[src/rtl/dct_rle_ctrl.sv]
// Frame controller for an EEG DCT + run-length pipeline: it gathers 8 samples, runs the DCT
// core for DCT_LAT cycles and then serialises the coefficient buffer for BUF_LEN cycles.
module dct_rle_ctrl #(
    parameter int DCT_LAT = 3,
    parameter int BUF_LEN = 8
) (
    input  logic              clk,
    input  logic              rst_n,
    input  logic              start,
    input  logic              stop,
    input  logic              s_valid,
    input  logic signed [7:0] s_data,
    output logic              s_ready,
    output logic signed [7:0] sample0,
    output logic signed [7:0] sample1,
    output logic signed [7:0] sample2,
    output logic signed [7:0] sample3,
    output logic signed [7:0] sample4,
    output logic signed [7:0] sample5,
    output logic signed [7:0] sample6,
    output logic signed [7:0] sample7,
    output logic              dct_en,
    output logic              dct_cs,
    output logic              buf_en,
    output logic              busy,
    output logic              frame_done,
    output logic [15:0]       frame_cnt
);

    localparam logic [3:0] DCT_LAST = 4'(DCT_LAT - 1);
    localparam logic [3:0] BUF_LAST = 4'(BUF_LEN - 1);

    typedef enum logic [1:0] {IDLE, FILL, COMPUTE, DRAIN} state_t;

    state_t            state_reg, state_next;
    logic [2:0]        idx_reg, idx_next;
    logic [3:0]        cnt_reg, cnt_next;
    logic              stop_pend_reg, stop_pend_next;
    logic              xfer;
    logic              dct_reg, buf_reg;
    logic [15:0]       frame_cnt_reg;
    logic signed [7:0] sample_reg [8];

    always_ff @(posedge clk or negedge rst_n) begin
        if (!rst_n) begin
            state_reg     <= IDLE;
            idx_reg       <= '0;
            cnt_reg       <= '0;
            stop_pend_reg <= 1'b0;
            dct_reg       <= 1'b0;
            buf_reg       <= 1'b0;
            frame_cnt_reg <= '0;
            for (int i = 0; i < 8; i++) begin
                sample_reg[i] <= '0;
            end
        end else begin
            state_reg     <= state_next;
            idx_reg       <= idx_next;
            cnt_reg       <= cnt_next;
            stop_pend_reg <= stop_pend_next;
            // Strobes are registered from the next state so they line up with the state itself.
            dct_reg       <= (state_next == COMPUTE);
            buf_reg       <= (state_next == DRAIN);
            if (frame_done) begin
                frame_cnt_reg <= frame_cnt_reg + 16'd1;
            end
            if (xfer) begin
                sample_reg[idx_reg] <= s_data;
            end
        end
    end

    always_comb begin
        state_next     = state_reg;
        idx_next       = idx_reg;
        cnt_next       = cnt_reg;
        stop_pend_next = stop_pend_reg;
        xfer           = 1'b0;
        case (state_reg)
            IDLE: begin
                if (start) begin
                    state_next     = FILL;
                    idx_next       = '0;
                    cnt_next       = '0;
                    stop_pend_next = stop;
                end
            end
            FILL: begin
                // A stop before the first sample abandons the empty frame right away.
                if (stop && (idx_reg == 3'd0)) begin
                    state_next     = IDLE;
                    stop_pend_next = 1'b0;
                end else begin
                    if (stop) begin
                        stop_pend_next = 1'b1;
                    end
                    if (s_valid) begin
                        xfer     = 1'b1;
                        idx_next = idx_reg + 3'd1;
                        if (idx_reg == 3'd7) begin
                            state_next = COMPUTE;
                            cnt_next   = '0;
                        end
                    end
                end
            end
            COMPUTE: begin
                if (stop) begin
                    stop_pend_next = 1'b1;
                end
                if (cnt_reg == DCT_LAST) begin
                    state_next = DRAIN;
                    cnt_next   = '0;
                end else begin
                    cnt_next = cnt_reg + 4'd1;
                end
            end
            DRAIN: begin
                if (stop) begin
                    stop_pend_next = 1'b1;
                end
                if (cnt_reg == BUF_LAST) begin
                    cnt_next = '0;
                    if (stop_pend_reg || stop) begin
                        state_next     = IDLE;
                        stop_pend_next = 1'b0;
                    end else begin
                        state_next = FILL;
                    end
                end else begin
                    cnt_next = cnt_reg + 4'd1;
                end
            end
            default: begin
                state_next = IDLE;
            end
        endcase
    end

    assign s_ready    = (state_reg == FILL);
    assign busy       = (state_reg != IDLE);
    assign frame_done = (state_reg == DRAIN) && (cnt_reg == BUF_LAST);
    assign dct_en     = dct_reg;
    assign dct_cs     = dct_reg;
    assign buf_en     = buf_reg;
    assign frame_cnt  = frame_cnt_reg;

    assign sample0 = sample_reg[0];
    assign sample1 = sample_reg[1];
    assign sample2 = sample_reg[2];
    assign sample3 = sample_reg[3];
    assign sample4 = sample_reg[4];
    assign sample5 = sample_reg[5];
    assign sample6 = sample_reg[6];
    assign sample7 = sample_reg[7];

endmodule

[config.mk]
export PLATFORM = sky130hd
export DESIGN_NAME = dct_rle_ctrl
export DESIGN_NICKNAME = d
export VERILOG_FILES = /design/src/rtl/dct_rle_ctrl.sv
export SDC_FILE = /design/constraint.sdc
export NUM_CORES = 1
export LEC_CHECK = 0
export CAP_MARGIN = 10
export CORE_ASPECT_RATIO = 2
export CORE_UTILIZATION = 31
export DETAILED_ROUTE_END_ITERATION = 7
export PLACE_DENSITY = 0.54
export SYNTH_ARGS = -nofsm -noshare
export SYNTH_HDL_FRONTEND = slang
export SYNTH_SLANG_ARGS = --single-unit
export TNS_END_PERCENT = 100
[constraint.sdc]
create_clock -name clk -period 3.5 [get_ports clk]
set_clock_uncertainty 0.2 [all_clocks]
set_input_delay 1.05 -clock clk [delete_from_list [all_inputs] [get_ports clk]]
set_output_delay 1.05 -clock clk [all_outputs]
set_load 0.05 [all_outputs]
==> metrics.md, run 1 <==
| Metric | Value |
|---|---|
| Commonest non-fill, non-tap cells in the layout | clkdlybuf4s50_1, dfrtp_1, mux2_2 |
| Async S/R FF share, synth | between 90% and 100% |
| # diodes | 0 |
| Core area | 12100 um2 |
| Die area | 13000 um2 |
| Post-Route Utilization | 44.5% |
| Synth cell types | 38 |
| CP arrival | 1870 ps |
| Initial antenna violation count | 0 |
| Gr usage total | 16.4% |
| Violation count after the first detailed-route iteration | 74 |
| Number of port buffers | between 90 and 100 |
| Hold WC Path Type | flop to flop |
| Startpoint types | flop |
| Run status | complete, no violations |
| Peak Freq | 0.321 GHz |
| Number of flops mapped to enable cells by yosys | 0 |
| Sequential share of power | 32.3% |
| CTS root buf | clkbuf_16 |
| CTS Hold Bufs | 0 |
| TritonCTS clock tree | done |
| Total number of vias | 2675 |
| Final total negative setup slack | 0 ps |
| Share of cells above drive strength 1 | 25.3% |
| Post-layout nets | 414 |
| YS warnings | 0 |
| Crit Path Max Fanout | 6 |
| Worst Hold Depth | 1 |
| Clock power share | 20.6% |
| Num CTS Buffers | 9 |
| Commonest non-fill, non-tap cell in the layout | clkdlybuf4s50_1 |
| Synthesized net count | 303 |
| Min Tclk post-route | 3120 ps |
| P_leak | roughly 2.4 nW |
| Seq/Total Area, Yosys | 59.5% |
| Critical R2R Launch | idx_reg[0]$_DFFE_PN0P_ |
| Internal power | 2.76 mW |
| Routed len/inst | 17.6 um |
| Vias in the first global route | 2814 |
| Worst r2r dst | sample3[5]$_DFFE_PN0P_ |
| Synthesis-to-layout area growth | 39.5% |
| Worst-Margin Slew | 575 ps |
| Psw | ~2.1 mW |
| Antenna-violating nets left | 0 |
| Reg2reg setup slack | between 900 and 1000 ps |
| Vias/cell | 4.89 |
| Worst Setup End Kind | output port |
| Final setup viols | 0 |
| RSZ-0062 raised after global routing | no |
| Largest net degree at the start of global routing | 52 |
| Detailed Route WL | 9620 um |
| Pwr dens | 902 nW/um2 |
| Post-CTS resize count | 0 |
| Post-Syn Area | between 3000 and 4000 um2 |
| Clock H-tree levels | 3 |
| Hold_sp | frame_cnt[15]$_DFFE_PN0P_ |
| Synthesized flop and latch total | around 90 |
| Drt drc | 0 |
| First-pass GRT wire length | 15600 um |
| Critical Setup Path Class | flop to output port |
| GRT overflow | 0 |
| Clock sink total | 92 |
| Io pins | 99 |
| Rel. slew slack | approximately three fifths |
| Post-detail-place hpwl | 7060 um |
| Reg2reg path depth | 5 |
| Logic pwr share | 47.1% |
| Total Power | 4.87 mW |
| Total of max-cap violations | 0 |
| Max clock buf depth | 2 |
| Post-CTS setup buffer count | 0 |
| Drt first pass iters | 4 |
| Peak supply drop | slightly below 0.6 mV |
| Min-Delay Endpoint | frame_cnt[15]$_DFFE_PN0P_ |
| Top FF cell, synth | dfrtp_1 |
| Post-Syn Instances | approximately 280 |
| # rows | between 50 and 60 |
| Final worst path period share | 89.0% |
| Final GP Congestion | approximately 0.75 |
| Max Slew Vio Count | 0 |
| Sw Share | 43.2% |
| Starting Density | around a third |
| Endpoints failing hold | 0 |
| Clock-pin slew on the worst setup and hold paths | 70 ps |
| Die Ht | 160 um |
| Clk_lat worst skew | about 340 ps |
| Die X | 81.0 um |
| Syn avg cell area | ~14 um2 |
| CP Data Required Time | 2250 ps |
| Largest register FFs | 16 |
## worst max-delay path, cell delays in order, from the launching register on
cell     delay [ps]
dfrtp_1         410
ha_1            300
nand3_1         260
nor2_1          370
buf_12          190
## stage by stage
step | setup slack [ps] | std cells | cell area (um2) | hold slack (ps)
finish | 384 | 547 | 5390 | 278
global route | 257 | 547 | 5390 | 290
CTS | 338 | 547 | 5390 | 281
detailed placement | 283 | 531 | 5080 | 268
global placement | 302 | 531 | 5080 | 265
floorplan | 573 | 284 | 3870 | 301
## synthesized netlist by cell type (2+ instances only)
| cell type | n | area, um2 |
|---|---|---|
| dfrtp_1 | 92 | 2300 |
| mux2_2 | 65 | 732 |
| nand2_1 | 15 | 56.3 |
| inv_1 | 9 | 33.8 |
| o21ai_0 | 9 | 45.0 |
| xnor2_1 | 9 | 78.8 |
| nor2_1 | 8 | 30.0 |
| nand3_1 | 7 | 35.0 |
| ha_1 | 6 | 75.1 |
| xor2_1 | 6 | 52.6 |
| buf_2 | 5 | 25.0 |
| nor4_1 | 5 | 31.3 |
| nor3_1 | 4 | 20.0 |
| a21oi_1 | 3 | 15.0 |
| and3_1 | 3 | 18.8 |
| nand2b_1 | 3 | 18.8 |
| nand3_2 | 3 | 30.0 |
| nand4_1 | 3 | 18.8 |
| nor3_2 | 3 | 30.0 |
| a311oi_1 | 2 | 17.5 |
| a31oi_1 | 2 | 12.5 |
| and2_1 | 2 | 12.5 |
| mux2i_1 | 2 | 20.0 |
| nand3b_1 | 2 | 15.0 |
| nand4b_1 | 2 | 17.5 |
| nor2b_1 | 2 | 12.5 |
## worst max path at each step
stage	startpoint	endpoint	slack (ps)
6_report	cnt_reg[0]$_DFFE_PN0P_	frame_done	380
3_3_place_gp	s_valid	sample3[6]$_DFFE_PN0P_	300
4_1_cts	cnt_reg[0]$_DFFE_PN0P_	frame_done	340
5_1_grt	cnt_reg[0]$_DFFE_PN0P_	frame_done	260
3_5_place_dp	s_valid	sample3[4]$_DFFE_PN0P_	280
2_1_floorplan	cnt_reg[0]$_DFFE_PN0P_	frame_done	570
## area by class of cell
cell class              count  area [um2]
inverters                   9        33.8
clock buffers              10         239
multi-input cells         176        1500
clock inverters             6        71.3
fillers                  1128        6730
repair buffers            107        1070
flip-flops and latches     92        2300
well taps                 147         184
## cells by family after synthesis
group / Yosys count / share of synthesized area [%]
flops: 92 / 59.5
simple gates: 65 / 9.61
compound gates: 23 / 4.27
mux: 67 / 19.4
xor+xnor: 15 / 3.40
fa+ha+maj: 6 / 1.94
buf+inv: 16 / 1.81
## metal layers
layer  track usage [%]  vias to the layer above  part of all wire [%]
met4              6.17                        0                   2.0
met2              28.6                       74                    55
met1              18.7                     1361                    39
met5                 0                        -                     0
met3              3.94                       12                   4.0
li1                  -                     1228                     -
## power groups by stage
| stage | Sequential (mW) | Clock [mW] | Combinational, mW |
|---|---|---|---|
| 3_3_place_gp | 1.58 | 0 | 2.30 |
| 2_1_floorplan | 2.53 | 0 | 0.555 |
| 3_5_place_dp | 1.59 | 0 | 2.31 |
| 6_report | 1.57 | 1.00 | 2.29 |
| 5_1_grt | 1.61 | 1.09 | 2.39 |
| 4_1_cts | 1.57 | 1.03 | 2.32 |
(Power assumes the default switching activity.)
==> run 2: changes to the inputs <==
--- a/config.mk
+++ b/config.mk
@@ -5,11 +5,11 @@
 export SDC_FILE = /design/constraint.sdc
 export NUM_CORES = 1
 export LEC_CHECK = 0
-export CAP_MARGIN = 10
 export CORE_ASPECT_RATIO = 2
 export CORE_UTILIZATION = 31
 export DETAILED_ROUTE_END_ITERATION = 7
 export PLACE_DENSITY = 0.54
+export SETUP_SLACK_MARGIN = 0.5
 export SYNTH_ARGS = -nofsm -noshare
 export SYNTH_HDL_FRONTEND = slang
 export SYNTH_SLANG_ARGS = --single-unit
==> run 2 against run 1 <==
  * First-iteration DRC count decreased by 22%
  * Cell count unchanged
  * Maximum frequency increased by 6.6%
  * Sequential power about the same
  * Critical path type unchanged
  * Critical endpoint is now frame_cnt[0]
==> metrics.md, run 2 (synthesis gave the netlist of run 1 again) <==
| Metric | Value |
|---|---|
| Post-detail-place hpwl | 7060 um (unchanged) |
| CP Data Required Time | 2250 ps (about the same) |
| Worst-Margin Slew | 575 ps (-0.100 ps) |
| Post-CTS setup buffer count | 0 (unchanged) |
| CP max stage cell | clkdlybuf4s50_1 |
| Area of the multi-input gates | 1510 um2 (+0.84%) |
| Min Tclk post-route | 2920 ps (-193 ps) |
| Die X | 81.0 um (unchanged) |
| Commonest non-fill, non-tap cell in the layout | clkdlybuf4s50_1 |
| Total number of vias | 2670 (-0.19%) |
| Clock H-tree levels | 3 (unchanged) |
| Number of port buffers | 98 (unchanged) |
| Num CTS Buffers | 9 (unchanged) |
| M1 GR Usage | 18.7% (unchanged) |
| RSZ-0062 raised after global routing | no |
| Violation count after the first detailed-route iteration | 58 (-22%) |
| WP buf/inv | 1 (unchanged) |
| Io pins | 99 (unchanged) |
| First-pass GRT wire length | 15600 um (unchanged) |
| Max clock buf depth | 2 (unchanged) |
| FF+latch area | 2300 um2 (unchanged) |
| Initial antenna violation count | 0 (unchanged) |
| Gr usage total | 16.4% (unchanged) |
| P_leak | 2.39 nW (+0.11%) |
| Crit Path Max Fanout | 6 (unchanged) |
| Rel. slew slack | 61.7% (about the same) |
| Clk_lat worst skew | 340 ps (about the same) |
| Critical Setup Path Class | flop to output port |
| Die area | 13000 um2 (unchanged) |
| Worst Setup End Kind | output port |
| Peak supply drop | 0.576 mV (about the same) |
| Clock-pin slew on the worst setup and hold paths | 70 ps (about the same) |
| Startpoint types | flop |
| Routing usage on met3 | 3.94% (unchanged) |
| Post-layout nets | 414 (unchanged) |
| CTS root buf | clkbuf_16 |
| # rows | 57 (unchanged) |
| TritonCTS clock tree | done |
| Final GP Congestion | 0.745 (unchanged) |
| Hold WC Path Type | flop to flop |
| Largest register FFs | 16 (unchanged) |
| Starting Density | 31.9% (unchanged) |
| Endpoints failing hold | 0 (unchanged) |
| Share of cells above drive strength 1 | 25.8% (+0.50 points) |
| Synthesis-to-layout area growth | 39.7% |
| Final worst path period share | 83.5% (-5.5 points) |
| Run status | complete, no violations |
| Routed len/inst | 17.6 um (+0.10%) |
| CP arrival | 1670 ps (-200 ps) |
| Peak Freq | 0.342 GHz (+6.6%) |
| Pwr dens | 899 nW/um2 (-0.32%) |
| Antenna-violating nets left | 0 (unchanged) |
| Vias in the first global route | 2814 (unchanged) |
| Total of max-cap violations | 0 (unchanged) |
| Drt first pass iters | 4 (unchanged) |
| Clock sink total | 92 (unchanged) |
| GRT overflow | 0 (unchanged) |
| GR peak layer | met2 |
| Commonest non-fill, non-tap cells in the layout | clkdlybuf4s50_1, dfrtp_1, mux2_2 |
| Final setup viols | 0 (unchanged) |
| Final total negative setup slack | 0 ps (unchanged) |
| Filler instances | 1130 (+0.18%) |
| # diodes | 0 (unchanged) |
| Met2 Use GR | 28.6% (unchanged) |
| Post-Route Utilization | 44.6% (+0.082 points) |
| Largest net degree at the start of global routing | 52 (unchanged) |
| Die Ht | 160 um (unchanged) |
| Core area | 12100 um2 (unchanged) |
| Cells along the critical path | clkdlybuf4s50_1 |
| Critical path's top delay family | buffers and inverters |
| Max Slew Vio Count | 0 (unchanged) |
| Drt drc | 0 (unchanged) |
| Max incr delay on CP | 850 ps (+440 ps) |
| Vias/cell | 4.88 (-0.19%) |
| Detailed Route WL | 9630 um (+0.10%) |
## run 2: cell count changes in the layout (fill, tap and decap cells not counted)
| cell | delta |
|---|---|
| clkdlybuf4s50_1 | -2 |
| dlygate4sd2_1 | +2 |
| nand3_1 | -1 |
| nand3_2 | +1 |
| nor2_1 | -1 |
| nor2_4 | +1 |
## run 2: area by class of cell
| class | instances | share of cell area, % |
|---|---|---|
| Timing Repair Buffer | 107 | 19.7 |
| Clock inverter | 6 | 1.32 |
| Clock buffer | 10 | 4.42 |
| Inverter | 9 | 0.625 |
| Tap cell | 147 | 3.40 |
| Multi-Input combinational cell | 176 | 27.9 |
| Sequential cell | 92 | 42.6 |
## run 2: power breakdown
| part | internal, mW | switching (mW) | total [mW] |
|---|---|---|---|
| logic | 0.804 | 1.48 | 2.28 |
| registers | 1.37 | 0.199 | 1.57 |
| clock network | 0.579 | 0.423 | 1.00 |
| total | 2.76 | 2.10 | 4.86 |
## run 2: per-layer routing
layer | vias up | share of wire [%]
met5 | - | 0
met4 | 0 | 1.6
met3 | 10 | 4.1
met2 | 70 | 56
met1 | 1361 | 38
li1 | 1229 | -
## run 2: timing repair
action                     4_1_cts  5_1_grt
resized for setup                3        2
hold endpoints to repair         0        0
hold buffers                     0        0
pin swaps                        0        0
setup endpoints to repair        3        1
## run 2: per-stage QoR
step / worst slack [ps] / area, um2 / hold slack, ps / std cells / total power [mW]
3_5_place_dp: 283 / 5080 / 268 / 531 / 3.90
5_1_grt: 513 / 5400 / 290 / 547 / 5.09
3_3_place_gp: 302 / 5080 / 265 / 531 / 3.88
6_report: 576 / 5400 / 278 / 547 / 4.86
4_1_cts: 430 / 5390 / 281 / 547 / 4.92
2_1_floorplan: 573 / 3870 / 301 / 284 / 3.08
## run 2: path summary, 6_finish.rpt
check / from / endpoint / slack (ps) / cells past startpoint
min reg2reg: frame_cnt[15]$_DFFE_PN0P_ / frame_cnt[15]$_DFFE_PN0P_ / 280 / 1
max: frame_cnt[0]$_DFFE_PN0P_ / frame_cnt[0] / 580 / 1
max in group asynchronous: rst_n / sample2[6]$_DFFE_PN0P_ / 1910 / 2
max reg2reg: idx_reg[0]$_DFFE_PN0P_ / sample3[5]$_DFFE_PN0P_ / 920 / 5
min: frame_cnt[15]$_DFFE_PN0P_ / frame_cnt[15]$_DFFE_PN0P_ / 280 / 1
min in group asynchronous: rst_n / stop_pend_reg$_DFFE_PN0P_ / 500 / 1
==> run 3: changes to the inputs <==
==> constraint.sdc (replaced) <==
create_clock -name clk -period 2.84 [get_ports clk]
set_clock_uncertainty 0.2 [all_clocks]
set_input_delay 0.852 -clock clk [delete_from_list [all_inputs] [get_ports clk]]
set_output_delay 0.852 -clock clk [all_outputs]
set_load 0.05 [all_outputs]
==> run 3 against run 2 <==
  * Routed wire length up 2.1%
  * Design area increased by 1.9%
  * First-iteration DRC count rose by 28%
  * Sequential power rose by 22%
  * Core utilization grew 0.86 points
  * Critical path depth up 3
  * Highest routed layer unchanged
  * Global-route usage increased by 0.22 points
  * Critical endpoint is now frame_done
  * Largest power group unchanged
  * Register-to-register slack got worse by 260 ps
==> metrics.md, run 3 (synthesis gave the netlist of run 1 again) <==
| Metric | Value |
|---|---|
| Post-detail-place hpwl | 7140 um (+1.0%) |
| CP arrival | 1250 ps (-420 ps) |
| Commonest non-fill, non-tap cells in the layout | dfrtp_1, dlygate4sd2_1, mux2_2 |
| First-pass GRT wire length | 16100 um (+3.3%) |
| Max Slew Vio Count | 0 (unchanged) |
| RSZ-0062 raised after global routing | yes |
| Rel. slew slack | 61.4% (-0.21 points) |
| CP max stage cell | dfrtp_1 |
| Final GP Congestion | 0.725 (-2.7%) |
| Worst r2r dst | sample1[1]$_DFFE_PN0P_ |
| Critical R2R Launch | idx_reg[1]$_DFFE_PN0P_ |
| Largest net degree at the start of global routing | 35 (-33%) |
| Antenna-violating nets left | 0 (unchanged) |
| Commonest non-fill, non-tap cell in the layout | dfrtp_1 |
| Critical Setup Path Class | flop to output port |
| Final total negative setup slack | 0 ps (unchanged) |
| Detailed Route WL | 9830 um (+2.1%) |
| Max clock buf depth | 2 (unchanged) |
| Min Tclk post-route | 2310 ps |
| # diodes | 0 (unchanged) |
| Non-filler cells, final | 567 (+3.7%) |
| Clk_lat worst skew | 330 ps (about the same) |
| Drt first pass iters | 5 (+1) |
| Clock-pin slew on the worst setup and hold paths | 70 ps (about the same) |
| Die area | 13000 um2 (unchanged) |
| CTS Hold Bufs | 0 (unchanged) |
| Vias/cell | 4.84 (-0.93%) |
| CP Data Required Time | 1790 ps (-460 ps) |
| Io pins | 99 (unchanged) |
| Clock H-tree levels | 3 (unchanged) |
| Core area | 12100 um2 (unchanged) |
| Gr usage total | 16.6% (+0.22 points) |
| Final worst path period share | 81.2% |
| Clock sink total | 92 (unchanged) |
| Starting Density | 31.9% (unchanged) |
| Violation count after the first detailed-route iteration | 74 (+28%) |
| Number of port buffers | 98 (unchanged) |
| Total number of vias | 2742 (+2.7%) |
| Crit Path Max Fanout | 2 (-4) |
| Num CTS Buffers | 9 (unchanged) |
| Cells along the critical path | ha_4, nand3_4, nor2_4, buf_12 |
| Endpoints failing hold | 0 (unchanged) |
| Post-layout nets | 434 (+4.8%) |
| # rows | 57 (unchanged) |
| Total of max-cap violations | 0 (unchanged) |
| Initial antenna violation count | 0 (unchanged) |
| Peak Freq | 0.434 GHz |
| Largest register FFs | 16 (unchanged) |
| Vias in the first global route | 2917 (+3.7%) |
| Filler instances | 1174 (+3.9%) |
| Placed cell count | 539 (+1.5%) |
| TritonCTS clock tree | done |
| CTS root buf | clkbuf_16 |
| Worst Setup End Kind | output port |
| Max incr delay on CP | 400 ps (-450 ps) |
| Die X | 81.0 um (unchanged) |
| P_leak | 2.76 nW (+15%) |
| Routed len/inst | 17.3 um (-1.5%) |
| Run status | complete, no violations |
| Peak supply drop | 0.653 mV (+13%) |
| Final setup viols | 0 (unchanged) |
| Pwr dens | 1050 nW/um2 (+17%) |
| Die Ht | 160 um (unchanged) |
| Worst-Margin Slew | 573 ps (-2.11 ps) |
| Hold WC Path Type | input pin to asynchronous set/reset pin |
| Reg2reg path depth | 6 (+1) |
| Drt drc | 0 (unchanged) |
| Startpoint types | flop |
| GRT overflow | 0 (unchanged) |
| Share of cells above drive strength 1 | 34.8% (+9.0 points) |
| Reg2reg setup slack | 660 ps (-260 ps) |
| Synthesis-to-layout area growth | 42.4% |
run 3: changes by cell type in the layout (fill, tap and decap cells not counted), sizes merged:
cell / delta
inv: +1
dlygate4sd2: +66
clkdlybuf4s50: -85
clkbuf: +7
bufinv: -1
buf: +22
clkdlybuf4s15: +10
run 3: metrics by stage:
| step | worst slack [ps] | hold slack (ps) | total power [mW] | area [um2] | util (%) |
|---|---|---|---|---|---|
| 3_3_place_gp | -112 | 263 | 4.80 | 5170 | 42.6 |
| 4_1_cts | 454 | 248 | 5.84 | 5510 | 45.4 |
| 2_1_floorplan | 409 | 301 | 3.80 | 3870 | - |
| 6_report | 534 | 239 | 5.79 | 5510 | 45.4 |
| 5_1_grt | 492 | 264 | 6.06 | 5510 | 45.4 |
| 3_5_place_dp | -144 | 277 | 4.81 | 5170 | 42.6 |
run 3: layout make-up:
type | count | area, um2 | area share, %
flip-flops and latches | 92 | 2310 | 41.9
repair buffers | 127 | 1130 | 20.5
multi-input cells | 176 | 1560 | 28.3
clock inverters | 6 | 55.1 | 1.00
inverters | 9 | 33.8 | 0.613
clock buffers | 10 | 239 | 4.34
well taps | 147 | 184 | 3.34
run 3: timing repair:
action / CTS / global route
buffers inserted: 9 / 3
pin swaps: 3 / 3
cloned: 0 / 0
setup endpoints to repair: 143 / 17
resized for setup: 113 / 18
run 3: worst max path at each step:
stage / from / to / slack (ps) / depth (start not counted)
floorplan: cnt_reg[0]$_DFFE_PN0P_ / frame_done / 410 / 3
global placement: s_valid / sample3[4]$_DFFE_PN0P_ / -110 / 5
detailed placement: s_valid / sample1[5]$_DFFE_PN0P_ / -140 / 5
CTS: frame_cnt[3]$_DFFE_PN0P_ / frame_cnt[3] / 450 / 1
global route: cnt_reg[0]$_DFFE_PN0P_ / frame_done / 490 / 4
finish: cnt_reg[0]$_DFFE_PN0P_ / frame_done / 530 / 4
run 3: critical path, delay by kind of cell (launching register included):
kind	cells	cell delay [ps]
AND/OR/NAND/NOR	2	200
adder cells (fa/ha/maj)	1	170
flip-flops	1	400
buffers and inverters	1	150
run 3: routing by layer:
layer / vias up / wire length (um) / GRT usage [%]
met3: 12 / 437 / 3.54
li1: 1268 / - / -
met2: 68 / 5630 / 30.4
met5: - / 0 / 0
met4: 0 / 129 / 5.60
met1: 1394 / 3640 / 18.2
run 3: where the power goes:
group | switching, mW | internal (mW)
Sequential | 0.223 | 1.70
Combinational | 1.86 | 0.825
Clock | 0.544 | 0.635
